### config.mk
export PLATFORM = sky130hd
export DESIGN_NAME = seq_shifter
export DESIGN_NICKNAME = d
export VERILOG_FILES = /design/src/rtl/seq_shifter.sv
export SDC_FILE = /design/constraint.sdc
export NUM_CORES = 1
export LEC_CHECK = 0
export CAP_MARGIN = 20
export CORE_MARGIN = 2
export CORE_UTILIZATION = 58
export DETAILED_ROUTE_END_ITERATION = 6
export GPL_ROUTABILITY_DRIVEN = 0
export PLACE_DENSITY = 0.81
export SETUP_SLACK_MARGIN = 0.2
export SKIP_LAST_GASP = 1
export SLEW_MARGIN = 20
export SYNTH_ARGS = -nofsm -noshare
export SYNTH_HDL_FRONTEND = slang
export SYNTH_SLANG_ARGS = --single-unit
export TNS_END_PERCENT = 30
### constraint.sdc
create_clock -name clk -period 4.4 [get_ports clk]
set_clock_uncertainty 0.15 [all_clocks]
set_input_delay 0.88 -clock clk [delete_from_list [all_inputs] [get_ports clk]]
set_output_delay 0.88 -clock clk [all_outputs]
set_load 0.05 [all_outputs]
### src/rtl/seq_shifter.sv
// Multi-cycle 16-bit shifter/rotator: one shift stage per cycle (distance 1, 2, 4, 8),
// fixed 4-cycle latency, registered result with a one-cycle done pulse.
module seq_shifter (
   input  logic        clk,
   input  logic        rst,
   input  logic        start,
   input  logic [15:0] In,
   input  logic [3:0]  Cnt,
   input  logic [1:0]  Op,
   output logic        busy,
   output logic        done,
   output logic [15:0] Out
);

   typedef enum logic [1:0] {IDLE, SHIFT, DONE} state_t;

   localparam logic [1:0] OP_ROL = 2'b00;
   localparam logic [1:0] OP_SLL = 2'b01;
   localparam logic [1:0] OP_ROR = 2'b10;
   localparam logic [1:0] OP_SRL = 2'b11;

   state_t      state_q, state_d;
   logic [1:0]  k_q;
   logic [15:0] work_q;
   logic [3:0]  cnt_q;
   logic [1:0]  op_q;
   logic [15:0] stage;
   logic [4:0]  sh;
   logic        accept;

   // new work is taken from IDLE or straight out of DONE (back-to-back)
   assign accept = start && (state_q == IDLE || state_q == DONE);

   always_ff @(posedge clk or posedge rst) begin
      if (rst) state_q <= IDLE;
      else     state_q <= state_d;
   end

   always_comb begin
      state_d = state_q;
      case (state_q)
         IDLE:    if (start) state_d = SHIFT;
         SHIFT:   if (k_q == 2'd3) state_d = DONE;
         DONE:    state_d = start ? SHIFT : IDLE;
         default: state_d = IDLE;
      endcase
   end

   always_comb begin
      busy = (state_q == SHIFT);
      done = (state_q == DONE);
   end

   // single shift stage: distance 2^k, applied only when that count bit is set
   always_comb begin
      sh    = 5'd1 << k_q;
      stage = work_q;
      if (cnt_q[k_q]) begin
         case (op_q)
            OP_ROL:  stage = (work_q << sh) | (work_q >> (5'd16 - sh));
            OP_SLL:  stage = work_q << sh;
            OP_ROR:  stage = (work_q >> sh) | (work_q << (5'd16 - sh));
            OP_SRL:  stage = work_q >> sh;
            default: stage = work_q;
         endcase
      end
   end

   always_ff @(posedge clk or posedge rst) begin
      if (rst) begin
         work_q <= '0;
         cnt_q  <= '0;
         op_q   <= '0;
         k_q    <= '0;
         Out    <= '0;
      end else if (accept) begin
         work_q <= In;
         cnt_q  <= Cnt;
         op_q   <= Op;
         k_q    <= '0;
      end else if (state_q == SHIFT) begin
         work_q <= stage;
         k_q    <= k_q + 2'd1;
         if (k_q == 2'd3) Out <= stage;
      end
   end

endmodule

; ---- Word-level counts from Yosys, hierarchy flattened
; Cells that the tools add are included.
[classes]
n_addsub = 2
order_cmp = 1
n_eq_ne = 8
shift = 5
muxes = 12
bitwise_logic = 3
n_reduce_logical = 7
[op_table]
columns = operator, count
row1 = 16-bit case mux with 4 select lines, 1
row2 = 16-bit two-way mux, 3
row3 = 16-bit bitwise OR, 2
row4 = 16-bit by 5-bit left shift with 16-bit output, 2
row5 = 16-bit by 5-bit >> shifter with 16-bit output, 2
row6 = "2-bit == test, second input constant", 4
row7 = 2-bit two-way mux, 4
row8 = 2-bit case mux with 3 select lines, 1
row9 = "1-bit by 2-bit left shift with 5-bit output, first input constant", 1
row10 = "5-bit subtractor, first input constant", 1
row11 = "2-bit by 1-bit == test with 1-bit output, second input constant", 2
row12 = 2-bit logical NOT, 2
row13 = "2-bit by 3-bit less-than comparator with 1-bit output, second input constant", 1
row14 = 3-bit AND reduction, 1
row15 = "2-bit by 1-bit adder with 2-bit output, second input constant", 1
row16 = 1-bit binary-select mux with 2-bit select, 1
row17 = 1-bit two-way mux, 2
row18 = "2-bit by 1-bit != test with 1-bit output, second input constant", 1
row19 = "2-bit != test, second input constant", 1
row20 = 2-bit AND reduction, 1
row21 = 2-bit nonzero test, 1
row22 = 1-bit logical AND, 1
row23 = 1-bit logical OR, 1
row24 = 1-bit inverter, 1
[totals]
reg_bits = 42
inputBits = 25

; ---- Logic depth before layout (Yosys ltp)
[logic_depth]
word_depth = 8
mapped_depth = 13
depth_no_buf = 9

; ---- Worst setup path after synthesis
; No wires, ideal clock.
[synth_path]
kind = register to register
from = register k_q[1]
to = register Out[0]
arrival_ns = 2.783
setup_slack_ns = 1.330
stages_incl_launch_ff = 14
n_path_buf = 4
cell_sequence = dfrtp_1 > inv_1 > ha_1 > buf_4 > inv_1 > buf_2 > buf_2 > ha_1 > clkbuf_1 > inv_1 > nor3_1 > o31ai_1 > a221oi_1 > a21oi_1
[synth_via]
elab_chain_cells = 6
[synth_lines]
columns = element, line
row1 = from (decl), 23  ; logic [1:0] k_q;
row2 = from (signal assigned), 83  ; k_q <= k_q + 2'd1;
row3 = 1-bit by 2-bit left shift with 5-bit output, 56  ; sh = 5'd1 << k_q;
row4 = 5-bit subtractor, "60, 62"
row5 = 16-bit by 5-bit left shift with 16-bit output / 16-bit by 5-bit >> shifter with 16-bit output (equally long branches), "62, 60"
row6 = "16-bit bitwise OR, on equally long branches", "62, 60"
row7 = 16-bit case mux with 4 select lines, 59  ; case (op_q)
row8 = 16-bit two-way mux, 58  ; if (cnt_q[k_q]) begin
row9 = to (signal assigned), 84  ; if (k_q == 2'd3) Out <= stage;
row10 = to (decl), 12  ; output logic [15:0] Out
; Parallel ways exist; a longest one is shown, timed or not. The select of a mux whose other input is x is not followed.
; A chain may end at the register's enable or synchronous reset.

; ---- Final worst setup path
[layout_path]
from = register k_q[0]
to = register Out[13]
; The elaborated chain is that of the path after synthesis.

==> reports/metrics.cfg <==
[critical_path]
worstPathArrival_ns = 3.51
r2r-start = k_q[0]$_DFFE_PP0P_
r2r-end = Out[13]$_DFFE_PP0P_
setup.worst_path.end_class = register
crit_path_end = Out[13]$_DFFE_PP0P_
ff2ff_setup_slack_ns = 0.91
cp_max_fo = 21
required_ns = 4.42
crit_start = k_q[0]$_DFFE_PP0P_
start_kind = register
crit_type = register to register
ff2ff_path_depth = 7

[drt]
drc = 21
drt-wirelength-per-cell_um = 24.8
drt-total-wl_um = 14400
drtIter0Drc = 993
final_antenna_net_count = 0
drtPass1Iterations = 7
viasPerCell = 7.61
vias = 4407

[cts]
path_clk_slew_ns = 0.08
hold_buffers = 0
post_cts_buffers = 0
cts_buffers = 5
clk_path_buf_depth = 2
cts_resized = 0
cts_max_level = 2
clockRootBuffer = clkbuf_8
clk_latency_ns = 0.30
cts_tree = done
cts.sinks = 42

[final_layout]
drive_above_1_share_pct = 15.1
area_growth_pct = 11.2
diodes = 0
layout.nets = 513

[yosys]
seq_area_frac_synth_pct = 25.1
synth_area_leader_cell = dfrtp_1
syn_area_mm2 = 0.00419
syn_avg_cell_area_um2 = 8.78
async_flop_share_pct = 100
synth_cells = 477
syn_nets = 508
ys_warn_count = 0
yosysTopAreaCellShare_pct = 25.1
synth_edf_count = 0
synthTopCellsByArea = dfrtp_1, mux4_2, mux2i_1
synth.distinct_cells = 61
synth-seq-cells = 42
synth_flop_cell = dfrtp_1

[timing]
worst_pin_slew_ns = 1.01
finalWorstSetupSlack_ns = 0.907
hold_violations = 0
finalSetupViolCount = 0
relSlewSlack_pct = 32.4
post-route-period-util_pct = 79.4
hold_ws_ns = 0.339
fin_tns_setup_ns = 0
fmax_mhz = 286
rsz0062_at_grt = false
drv_slew = 0
period_needed_ns = 3.49

[die]
dieArea_mm2 = 0.00792
ios = 43
start_util_pct = 60.7
die_h_um = 89.0
chipWidth_um = 89.0
core_region_area_mm2 = 0.00691
rows = 30

[global_routing]
grt_pass1_vias = 4140
grt_overflow = 0
antenna_found_initial = 0
grt_pass1_wl_um = 22800
gr-usage-all-layers_pct = 37.8
grt_max_degree = 48

[placed_design]
io_buffers = 42
dp_slack_ns = 0.975
hpwl_um = 9450

[run_status]
status = finished, violations left
violations = design-rule violations

[min_path]
min-delay-path-class = register to register

[job]
max_cap_viol_count = 0

worst max-delay path, stage by stage, from the launching register on:
cell	delay, ns
dfrtp_1	0.49
inv_1	0.15
ha_1	0.84
mux2i_1	0.66
mux2_2	0.30
o22ai_1	0.09
a32oi_1	0.50
o21ai_0	0.17
per-layer routing:
layer | global-route usage (%) | wire, um | vias up
li1 | - | - | 1818
met1 | 53.5 | 5220 | 2025
met5 | 0 | 0 | -
met4 | 18.5 | 865 | 0
met3 | 8.13 | 2120 | 120
met2 | 55.3 | 6150 | 444
flip-flops by register name, indices dropped and copies added, names as in the netlist:
register,count
Out,16
work_q,16
cnt_q,4
k_q,2
op_q,2
state_q,2
cell families after synthesis:
logic type	count (synthesis)	share of synthesized area, %
flops	42	25.1
compound gates	152	24.2
buf+inv	66	7.32
xor+xnor	1	0.209
fa+ha+maj	6	1.79
simple gates	133	15.4
mux	77	26.0
through the flow:
stage	std cells	util [%]	cell area (um2)
CTS	579	67.4	4660
global placement	571	65.8	4550
finish	579	67.4	4660
detailed placement	571	65.8	4550
global route	579	67.4	4660
floorplan	477	-	4190
cell usage after synthesis (2+ instances only):
master,instances
nor3_1,10
o21ai_0,22
a21o_1,2
a311oi_1,3
and3_1,3
buf_6,2
mux2i_1,29
and2_1,3
mux2_2,25
clkinv_1,2
a221o_1,2
nand2b_1,10
inv_1,9
nand3b_1,3
mux4_2,23
o2111ai_1,3
a31oi_1,6
a21oi_1,37
nor2_1,27
a221oi_1,5
nand2_1,44
nor2b_1,11
a32oi_1,3
dfrtp_1,42
ha_1,6
o22ai_1,6
a22oi_1,19
nor3b_1,4
buf_1,3
o211ai_1,9
a211oi_1,5
nand3_1,11
buf_4,5
buf_2,11
clkbuf_1,32
a2111oi_0,4
o31ai_1,8
o21ai_1,5
cell type report:
cell class                 count  area (um2)
sequential                    42        1050
timing repair buffer          52         495
clock buffer                   6        72.6
fill                         571        2250
clock inverter                 2        37.5
tap                           96         120
multi-input combinational    369        2840
inverter                      12        45.0
cell usage in the layout, fill, tap and decap left out, types with 4 or more instances in the layout:
master,netlist,routed
a22oi_1,19,19
clkbuf_8,0,5
nor2_1,27,27
clkdlybuf4s50_1,0,42
nand3_1,11,11
nor3_1,10,10
ha_1,6,5
a2111oi_0,4,4
mux2_2,25,25
a221oi_1,5,5
o22ai_1,6,6
nand2b_1,10,10
o211ai_1,9,9
mux4_2,23,23
inv_1,9,8
o21ai_0,22,22
o31ai_1,8,8
nor3b_1,4,4
a21oi_1,37,37
o21ai_1,5,5
buf_4,5,10
a31oi_1,6,6
mux2i_1,29,29
a211oi_1,5,5
nor2b_1,11,11
dfrtp_1,42,41
nand2_1,44,44
worst min-delay path by stage:
stage,start,end,slack [ns],cells after the start
final,Out[12]$_DFFE_PP0P_,Out[12]$_DFFE_PP0P_,0.34,2
after detailed placement,Out[12]$_DFFE_PP0P_,Out[12]$_DFFE_PP0P_,0.32,2
after global routing,Out[12]$_DFFE_PP0P_,Out[12]$_DFFE_PP0P_,0.36,2
after CTS,Out[12]$_DFFE_PP0P_,Out[12]$_DFFE_PP0P_,0.34,2
after global placement,Out[12]$_DFFE_PP0P_,Out[12]$_DFFE_PP0P_,0.32,2
after floorplan,cnt_q[2]$_DFFE_PP0P_,cnt_q[2]$_DFFE_PP0P_,0.31,2
Power is left out: the tool's default activity adds up to more than one toggle a clock period on the data nets, which glitch-free logic cannot reach.
